<file path="config.mk">
export PLATFORM = sky130hd
export DESIGN_NAME = eth_phy_10g_rx_link_ctrl
export DESIGN_NICKNAME = d
export VERILOG_FILES = /design/src/rtl/eth_phy_10g_rx_link_ctrl_pkg.sv /design/src/rtl/eth_phy_10g_link_timer.sv /design/src/rtl/eth_phy_10g_rx_link_ctrl.sv
export SDC_FILE = /design/constraint.sdc
export NUM_CORES = 1
export LEC_CHECK = 0
export BUFFER_PORTS_ARGS = -buffer_cell sky130_fd_sc_hd__buf_2
export CAP_MARGIN = 20
export CORE_UTILIZATION = 45
export DETAILED_ROUTE_END_ITERATION = 10
export PLACE_DENSITY_LB_ADDON = 0.08
export SYNTH_ARGS = -nofsm -noshare
export SYNTH_HDL_FRONTEND = slang
export SYNTH_SLANG_ARGS = --single-unit
export TNS_END_PERCENT = 30
</file>
<file path="constraint.sdc">
create_clock -name rx_clk -period 3.18 [get_ports rx_clk]
set_input_delay 0.318 -clock rx_clk [delete_from_list [all_inputs] [get_ports rx_clk]]
set_output_delay 0.318 -clock rx_clk [all_outputs]
set_load 0.01 [all_outputs]
</file>
<file path="src/rtl/eth_phy_10g_rx_link_ctrl_pkg.sv">
// Shared definitions for the 10G PHY RX link bring-up sequencer: state encoding and
// output widths.
package eth_phy_10g_rx_link_ctrl_pkg;

    localparam int unsigned LINK_STATE_WIDTH  = 3;
    localparam int unsigned RETRY_COUNT_WIDTH = 8;

    typedef enum logic [LINK_STATE_WIDTH-1:0] {
        LinkDisabled = 3'd0,
        LinkReset    = 3'd1,
        LinkWaitLock = 3'd2,
        LinkValidate = 3'd3,
        LinkUp       = 3'd4,
        LinkFail     = 3'd5
    } link_state_e;

    localparam logic [RETRY_COUNT_WIDTH-1:0] RETRY_MAX = '1;

    function automatic int unsigned max3(input int unsigned a, input int unsigned b,
                                         input int unsigned c);
        int unsigned m;
        m = (a > b) ? a : b;
        return (m > c) ? m : c;
    endfunction

endpackage

</file>
<file path="src/rtl/eth_phy_10g_link_timer.sv">
// Up-counter with synchronous clear and a terminal-count flag at limit-1; the limit is a
// run-time input so one instance can serve several mutually exclusive phases.
module eth_phy_10g_link_timer #(
    parameter int unsigned WIDTH = 8
) (
    input  logic             rx_clk,
    input  logic             rx_rst,
    input  logic             clr,
    input  logic             en,
    input  logic [WIDTH-1:0] limit,
    output logic             tc
);

    localparam logic [WIDTH-1:0] One = WIDTH'(1);

    logic [WIDTH-1:0] count_q;

    assign tc = (count_q == (limit - One));

    // Holds at terminal count so a stalled phase can never wrap.
    always_ff @(posedge rx_clk or posedge rx_rst) begin
        if (rx_rst) begin
            count_q <= '0;
        end else if (clr) begin
            count_q <= '0;
        end else if (en && !tc) begin
            count_q <= count_q + One;
        end
    end

endmodule

</file>
<file path="src/rtl/eth_phy_10g_rx_link_ctrl.sv">
// RX link bring-up/recovery sequencer: pulses the SERDES RX reset, waits for block lock,
// validates a stable window before link up, and latches a failure after repeated timeouts.
module eth_phy_10g_rx_link_ctrl
    import eth_phy_10g_rx_link_ctrl_pkg::*;
#(
    parameter int unsigned RESET_CYCLES  = 16,
    parameter int unsigned LOCK_TIMEOUT  = 4096,
    parameter int unsigned STABLE_CYCLES = 125,
    parameter int unsigned MAX_RETRY     = 7
) (
    input  logic                         rx_clk,
    input  logic                         rx_rst,
    input  logic                         cfg_enable,
    input  logic                         clear,
    input  logic                         rx_block_lock,
    input  logic                         rx_high_ber,
    output logic                         serdes_rx_reset_req,
    output logic                         link_up,
    output logic [LINK_STATE_WIDTH-1:0]  link_state,
    output logic                         link_fail,
    output logic [RETRY_COUNT_WIDTH-1:0] retry_count
);

    localparam int unsigned CntW = $clog2(max3(RESET_CYCLES, LOCK_TIMEOUT, STABLE_CYCLES)) + 1;
    localparam logic [RETRY_COUNT_WIDTH-1:0] RetryOne = RETRY_COUNT_WIDTH'(1);

    link_state_e                  state_q, state_d;
    logic [7:0]                   attempt_q, attempt_d;
    logic [RETRY_COUNT_WIDTH-1:0] retry_q, retry_d;

    logic            timer_clr;
    logic            timer_en;
    logic [CntW-1:0] timer_limit;
    logic            timer_tc;
    logic [8:0]      attempt_inc;

    assign attempt_inc = {1'b0, attempt_q} + 9'd1;

    eth_phy_10g_link_timer #(
        .WIDTH (CntW)
    ) u_timer (
        .rx_clk (rx_clk),
        .rx_rst (rx_rst),
        .clr    (timer_clr),
        .en     (timer_en),
        .limit  (timer_limit),
        .tc     (timer_tc)
    );

    always_ff @(posedge rx_clk or posedge rx_rst) begin
        if (rx_rst) begin
            state_q   <= LinkDisabled;
            attempt_q <= '0;
            retry_q   <= '0;
        end else begin
            state_q   <= state_d;
            attempt_q <= attempt_d;
            retry_q   <= retry_d;
        end
    end

    always_comb begin
        state_d     = state_q;
        attempt_d   = attempt_q;
        retry_d     = retry_q;
        timer_clr   = 1'b0;
        timer_en    = 1'b0;
        timer_limit = CntW'(RESET_CYCLES);

        if (!cfg_enable) begin
            state_d   = LinkDisabled;
            attempt_d = '0;
            timer_clr = 1'b1;
        end else begin
            case (state_q)
                LinkDisabled: begin
                    state_d   = LinkReset;
                    timer_clr = 1'b1;
                end
                LinkReset: begin
                    timer_limit = CntW'(RESET_CYCLES);
                    if (timer_tc) begin
                        state_d   = LinkWaitLock;
                        timer_clr = 1'b1;
                    end else begin
                        timer_en = 1'b1;
                    end
                end
                LinkWaitLock: begin
                    timer_limit = CntW'(LOCK_TIMEOUT);
                    // Lock takes precedence over a coincident timeout.
                    if (rx_block_lock) begin
                        state_d   = LinkValidate;
                        timer_clr = 1'b1;
                    end else if (timer_tc) begin
                        timer_clr = 1'b1;
                        if (attempt_inc == 9'(MAX_RETRY)) begin
                            state_d = LinkFail;
                        end else begin
                            state_d   = LinkReset;
                            attempt_d = attempt_inc[7:0];
                        end
                    end else begin
                        timer_en = 1'b1;
                    end
                end
                LinkValidate: begin
                    timer_limit = CntW'(STABLE_CYCLES);
                    if (!rx_block_lock) begin
                        state_d   = LinkWaitLock;
                        timer_clr = 1'b1;
                    end else if (rx_high_ber) begin
                        timer_clr = 1'b1;
                    end else if (timer_tc) begin
                        state_d   = LinkUp;
                        attempt_d = '0;
                        timer_clr = 1'b1;
                    end else begin
                        timer_en = 1'b1;
                    end
                end
                LinkUp: begin
                    if (!rx_block_lock || rx_high_ber) begin
                        state_d   = LinkReset;
                        timer_clr = 1'b1;
                        if (retry_q != RETRY_MAX) begin
                            retry_d = retry_q + RetryOne;
                        end
                    end
                end
                LinkFail: begin
                    state_d = LinkFail;
                end
                default: begin
                    state_d   = LinkDisabled;
                    timer_clr = 1'b1;
                end
            endcase

            // Clear wins over a coincident retry increment.
            if (clear) begin
                attempt_d = '0;
                retry_d   = '0;
                if (state_q == LinkFail) begin
                    state_d = LinkDisabled;
                end
            end
        end
    end

    assign serdes_rx_reset_req = (state_q == LinkReset);
    assign link_up             = (state_q == LinkUp);
    assign link_fail           = (state_q == LinkFail);
    assign link_state          = state_q;
    assign retry_count         = retry_q;

endmodule

</file>
==> results of run 1 <==
==> per-layer routing <==
metal	up-vias	GRT usage [%]	routed length, um
met2	53	34.7	2610
met3	5	4.28	263
met4	0	6.71	51
met5	-	0	0
met1	1027	33.1	2950
li1	1101	-	-
==> metrics by stage <==
stage | cells | hold WS, ns
after floorplan | 273 | 0.434
after global placement | 361 | 0.522
after detailed placement | 361 | 0.513
after CTS | 369 | 0.221
after global routing | 369 | 0.280
final | 369 | 0.179
==> placed cells by master (no fill, tap or decap), drive strengths merged, types with 4 or more instances in the layout <==
cell type | synthesis | layout
o21ai | 10 | 10
clkbuf | 7 | 5
nor4 | 5 | 5
inv | 9 | 9
nand3 | 13 | 13
nand4 | 9 | 9
o31ai | 15 | 15
nor2 | 17 | 17
buf | 8 | 33
ha | 7 | 7
nand2 | 19 | 19
mux2i | 4 | 4
a31oi | 4 | 4
nor2b | 7 | 7
or3 | 4 | 4
or4 | 11 | 11
a211oi | 6 | 6
nand2b | 7 | 7
nor3 | 7 | 7
dfrtp | 32 | 32
a21oi | 24 | 24
and2 | 5 | 5
==> state kept, by name, indices dropped and copies added (netlist names) <==
| name | flops |
|---|---|
| retry_count | 8 |
| attempt_q | 8 |
| u_timer.count_q | 13 |
| link_state | 3 |
==> power by group <==
part | switching, uW | internal, uW | total (uW)
sequential | 10.2 | 414 | 424
clock | 163 | 232 | 395
combinational | 51.6 | 28.1 | 79.7
==> area by class of cell <==
| class | count | area [sq um] | share of cell area [%] |
|---|---|---|---|
| Tap cell | 70 | 87.6 | 3.26 |
| Clock buffer | 5 | 68.8 | 2.56 |
| Clock inverter | 3 | 42.5 | 1.58 |
| Timing Repair Buffer | 33 | 213 | 7.91 |
| Inverter | 9 | 33.8 | 1.26 |
| Sequential cell | 32 | 801 | 29.8 |
| Multi-Input combinational cell | 217 | 1440 | 53.7 |
==> how the worst max path moves through the flow <==
stage / startpoint / cells past startpoint / end
5_1_grt: link_state[2] / 8 / attempt_q[5]
6_report: link_state[2] / 8 / u_timer.count_q[12]
3_3_place_gp: link_state[2] / 8 / u_timer.count_q[0]
4_1_cts: link_state[2] / 8 / u_timer.count_q[12]
2_1_floorplan: link_state[0] / 8 / u_timer.count_q[0]
3_5_place_dp: link_state[2] / 8 / u_timer.count_q[0]
==> cells by family (layout without fill, tap and decap cells) <==
kind of cell / after synthesis / count (layout)
buffers and inverters: 24 / 50
multiplexers: 5 / 5
adder cells (fa/ha/maj): 7 / 7
flip-flops: 32 / 32
AND/OR/NAND/NOR: 119 / 119
AO/OA/AOI/OAI: 81 / 81
XOR/XNOR: 5 / 5
==> reports/results.ini, run 1 <==
[status]
status = finished, final reports clean

[setup_path]
required_ns = 3.35
rr_endpoint = u_timer.count_q[12]
r2r_start = link_state[2]
rrSetupSlack_ns = 0.23
worst_path_dominant_cell_family = simple AND/OR/NAND/NOR gates
path_cells = nor4bb_2 > ha_1 > xnor2_1 > or4_4 > or4_4 > o211ai_2 > buf_4 > a21oi_1
critical_path.max_stage_delay_ns = 0.54
crit_path_end_kind = flop
criticalPathCategory = flop to flop
rr_worst_depth = 8
start_kind = flop
cpMostUsedCell = or4_4
critPathBufInv = 1
critPathMaxFanout = 6
cp_slowest_cell = or4_4
critPathArrivalTime_ns = 3.12

[synth]
synth.ff_latch_count = 32
synthArstFlopShare_pct = 100
synth_compound_area_share_pct = 23.0
netlist_instances = 273
netlist_top_cells_area = dfrtp_1, a21oi_1, o31ai_1
synth_xor_area_share_pct = 1.84
synth_top_family_by_area = simple AND/OR/NAND/NOR gates
synth_top_cell_by_area = dfrtp_1
yosysMostFrequentCell = dfrtp_1
muxShareOfSynthArea_pct = 2.31
synth_top_area_share_pct = 33.6
synth-warning-count = 0
ys_seq_area_share_pct = 33.6
synthAdderAreaFrac_pct = 3.68
syn_avg_cell_area_sq_um = 8.72
synth-edff-count = 0
synthSimpleGateAreaFrac_pct = 29.8
synth.top_cells.by_count = dfrtp_1, a21oi_1, nand2_1
synth_ff_type = dfrtp_1
syn_nets = 286
ys_types = 61
synth_area_sq_um = 2380

[global_route]
grt_pass1_wl_mm = 9.56
grt_max_degree = 23
grt_usage_pct = 22.9
grt_pass1_vias = 1929
grt-ovfl-total = 0
antenna_found_initial = 0

[clock_tree]
cts-root-buf = clkbuf_8
h-tree-depth = 2
ctsResizeCount = 0
clockBufferDepth = 2
worstSkewPairLatency_ns = 0.29
clk_pin_slew_ns = 0.07
hold_buffers = 0
cts_sinks = 32
cts_tree = done
cts_setup_buffers = 0
numCtsBuffers = 5

[power_and_ir_drop]
finalPower_uw = 898
p_leak_uw = 0.00106
peakVddDrop_mv = 0.284
powerDensity_nw_per_um2 = 334

[drt]
num_vias = 2186
wire_per_inst_um = 15.9
ant_nets = 0
drt_wl_total_mm = 5.87
viasPerCell = 5.92
drc = 0
drt_iter0_drc = 133
dr.pass1.iters = 4

[timing]
hold_viol = 0
finalWorstPathRequiredPeriod_ns = 2.95
drv_slew = 0
fin_ws_ns = 0.226
worst_pin_slew_ns = 0.871
fmax_ghz = 0.338
period_share_pct = 92.9
relSlewSlack_pct = 41.8
rsz0062_at_grt = no
setup_viol = 0
tns_ns = 0
skew_ns = 0.00595

[die]
fp.dieH_um = 74.7
row_count = 26
die-area_sq_um = 5590
fp.coreArea_sq_um = 5110
pin_count = 20
initial_core_util_pct = 46.6
die_x_um = 74.7

[layout]
diodes = 0
fin_util_pct = 52.7
final_nets = 311
final_layout_size_suffix_gt1_share_pct = 18.7
syn_to_final_growth_pct = 13.0
final_area_sq_um = 2690
fillers = 502

[place]
dp_hpwl_mm = 4.26
gp_congestion = 0.807
placed_area_sq_um = 2580
port_buffers = 19
dpl_worst_slack_ns = 0.241

[job]
maxCapViolations = 0

[worst_hold_path]
min_path_type = input pin to async pin

(Power assumes the default switching activity.)
==> run 2, diff against run 1 <==
- BUFFER_PORTS_ARGS: -buffer_cell sky130_fd_sc_hd__buf_2 -> unset
- CTS_CLUSTER_SIZE: unset -> 20
- DONT_BUFFER_PORTS: unset -> 1
==> run 2 against run 1 <==
Effect of this change: utilization is 2.9 points lower; sequential power about the same; final cell count fell by 6.0%; register-to-register slack lost 0.03 ns; combinational power shrank 21%; die area unchanged; worst setup slack got worse by 0.032 ns; global-route usage fell by 0.10 points; final area down 5.5%.
==> reports/results.ini, run 2 (synthesis gave the netlist of run 1 again) <==
[setup_path]
critical_path.max_stage_delay_ns = 0.55
crit_path_end_kind = flop
critPathMaxFanout = 7
critPathArrivalTime_ns = 3.16
start_kind = flop
cp_slowest_cell = or4_4
required_ns = 3.35
path_cells = nor4bb_2 > ha_1 > xnor2_1 > or4_4 > or4_4 > o211ai_4 > buf_4 > a21oi_1
cpMostUsedCell = or4_4
criticalPathCategory = flop to flop
rr_worst_depth = 8

[job]
maxCapViolations = 0

[clock_tree]
ctsResizeCount = 0
worstSkewPairLatency_ns = 0.29
clk_pin_slew_ns = 0.08
cts_setup_buffers = 0
clockBufferDepth = 2
cts_sinks = 32
numCtsBuffers = 5
h-tree-depth = 2
hold_buffers = 0
cts_tree = done
cts-root-buf = clkbuf_8

[layout]
diodes = 0
final_common_cell = dfrtp_1
final_layout_size_suffix_gt1_share_pct = 11.9
largest_register_ffs = 13
fin_util_pct = 49.8
instances_no_fill = 347
final_cell_mix = dfrtp_1, a21oi_1, nand2_1
syn_to_final_growth_pct = 6.78
largest_register = u_timer.count_q
final_nets = 290

[timing]
tns_ns = 0
hold_viol = 0
drv_slew = 0
worst_pin_slew_ns = 0.871
fin_ws_ns = 0.193
finalWorstPathRequiredPeriod_ns = 2.99
setup_viol = 0
period_share_pct = 93.9
relSlewSlack_pct = 41.7
skew_ns = 0.0129
fmax_ghz = 0.335
rsz0062_at_grt = no

[drt]
route.met2.wl_mm = 2.60
drt_wl_total_mm = 5.85
wire_per_inst_um = 16.9
num_vias = 2141
ant_nets = 0
drc = 0
dr.pass1.iters = 4
drt-met1-wl_mm = 2.77
wl_met3_um = 440
drt_iter0_drc = 153
viasPerCell = 6.17
maxUsedRoutingLayer = met4

[global_route]
grt_pass1_wl_mm = 9.65
antenna_found_initial = 0
grt-ovfl-total = 0
grt_max_degree = 33
grt_pass1_vias = 1862
grt_usage_pct = 22.8

[power_and_ir_drop]
p_leak_uw = 0.000938
finalPower_uw = 795
powerDensity_nw_per_um2 = 313
peakVddDrop_mv = 0.183

[worst_hold_path]
min_path_type = input pin to async pin

[die]
row_count = 26
pin_count = 20
fp.coreArea_sq_um = 5110
initial_core_util_pct = 46.6
die-area_sq_um = 5590
die_x_um = 74.7
fp.dieH_um = 74.7

[place]
port_buffers = 0
dp.cells = 340
dp_hpwl_mm = 4.09
dpl_worst_slack_ns = 0.167
gp_congestion = 0.861

[status]
status = finished, final reports clean

run 2: final timing paths:
check	start	to	slack (ns)
min in group rx_clk	clear	retry_count[0]	0.11
setup / recovery	link_state[2]	u_timer.count_q[11]	0.19
setup reg to reg	link_state[2]	u_timer.count_q[11]	0.19
hold reg to reg	u_timer.count_q[0]	u_timer.count_q[0]	0.55
hold / removal	rx_rst	u_timer.count_q[6]	0.002
max in group asynchronous	rx_rst	attempt_q[1]	2.86
run 2: cell type report:
cell class	count	area (sq um)
clock buffers	6	72.6
clock inverters	1	5.00
fillers	485	2560
inverters	9	33.8
multi-input cells	217	1450
flip-flops and latches	32	801
well taps	70	87.6
repair buffers	12	90.1
run 2: critical path: cells and delay by family, from the launching register on:
| family | cells | cell delay (ns) |
|---|---|---|
| AND/OR/NAND/NOR | 3 | 1.47 |
| flip-flops | 1 | 0.42 |
| AO/OA/AOI/OAI | 2 | 0.33 |
| adder cells (fa/ha/maj) | 1 | 0.31 |
| buffers and inverters | 1 | 0.20 |
| XOR/XNOR | 1 | 0.13 |
run 2: layer usage:
layer	GRT usage [%]	vias up
met5	0	-
met2	32.2	66
met3	4.82	5
met1	34.9	1013
met4	5.66	0
li1	-	1057
run 2: metrics by stage:
step / hold WS, ns / instance area (sq um)
3_5_place_dp: 0.334 / 2460
2_1_floorplan: 0.434 / 2380
4_1_cts: 0.0218 / 2530
5_1_grt: 0.0504 / 2540
6_report: 0.00183 / 2540
3_3_place_gp: 0.335 / 2460
run 2: where the power goes:
group          internal, uW  switching, uW  leakage [uW]
clock                   149            157     0.0000410
sequential              414           12.9      0.000440
combinational          20.5           42.1      0.000457
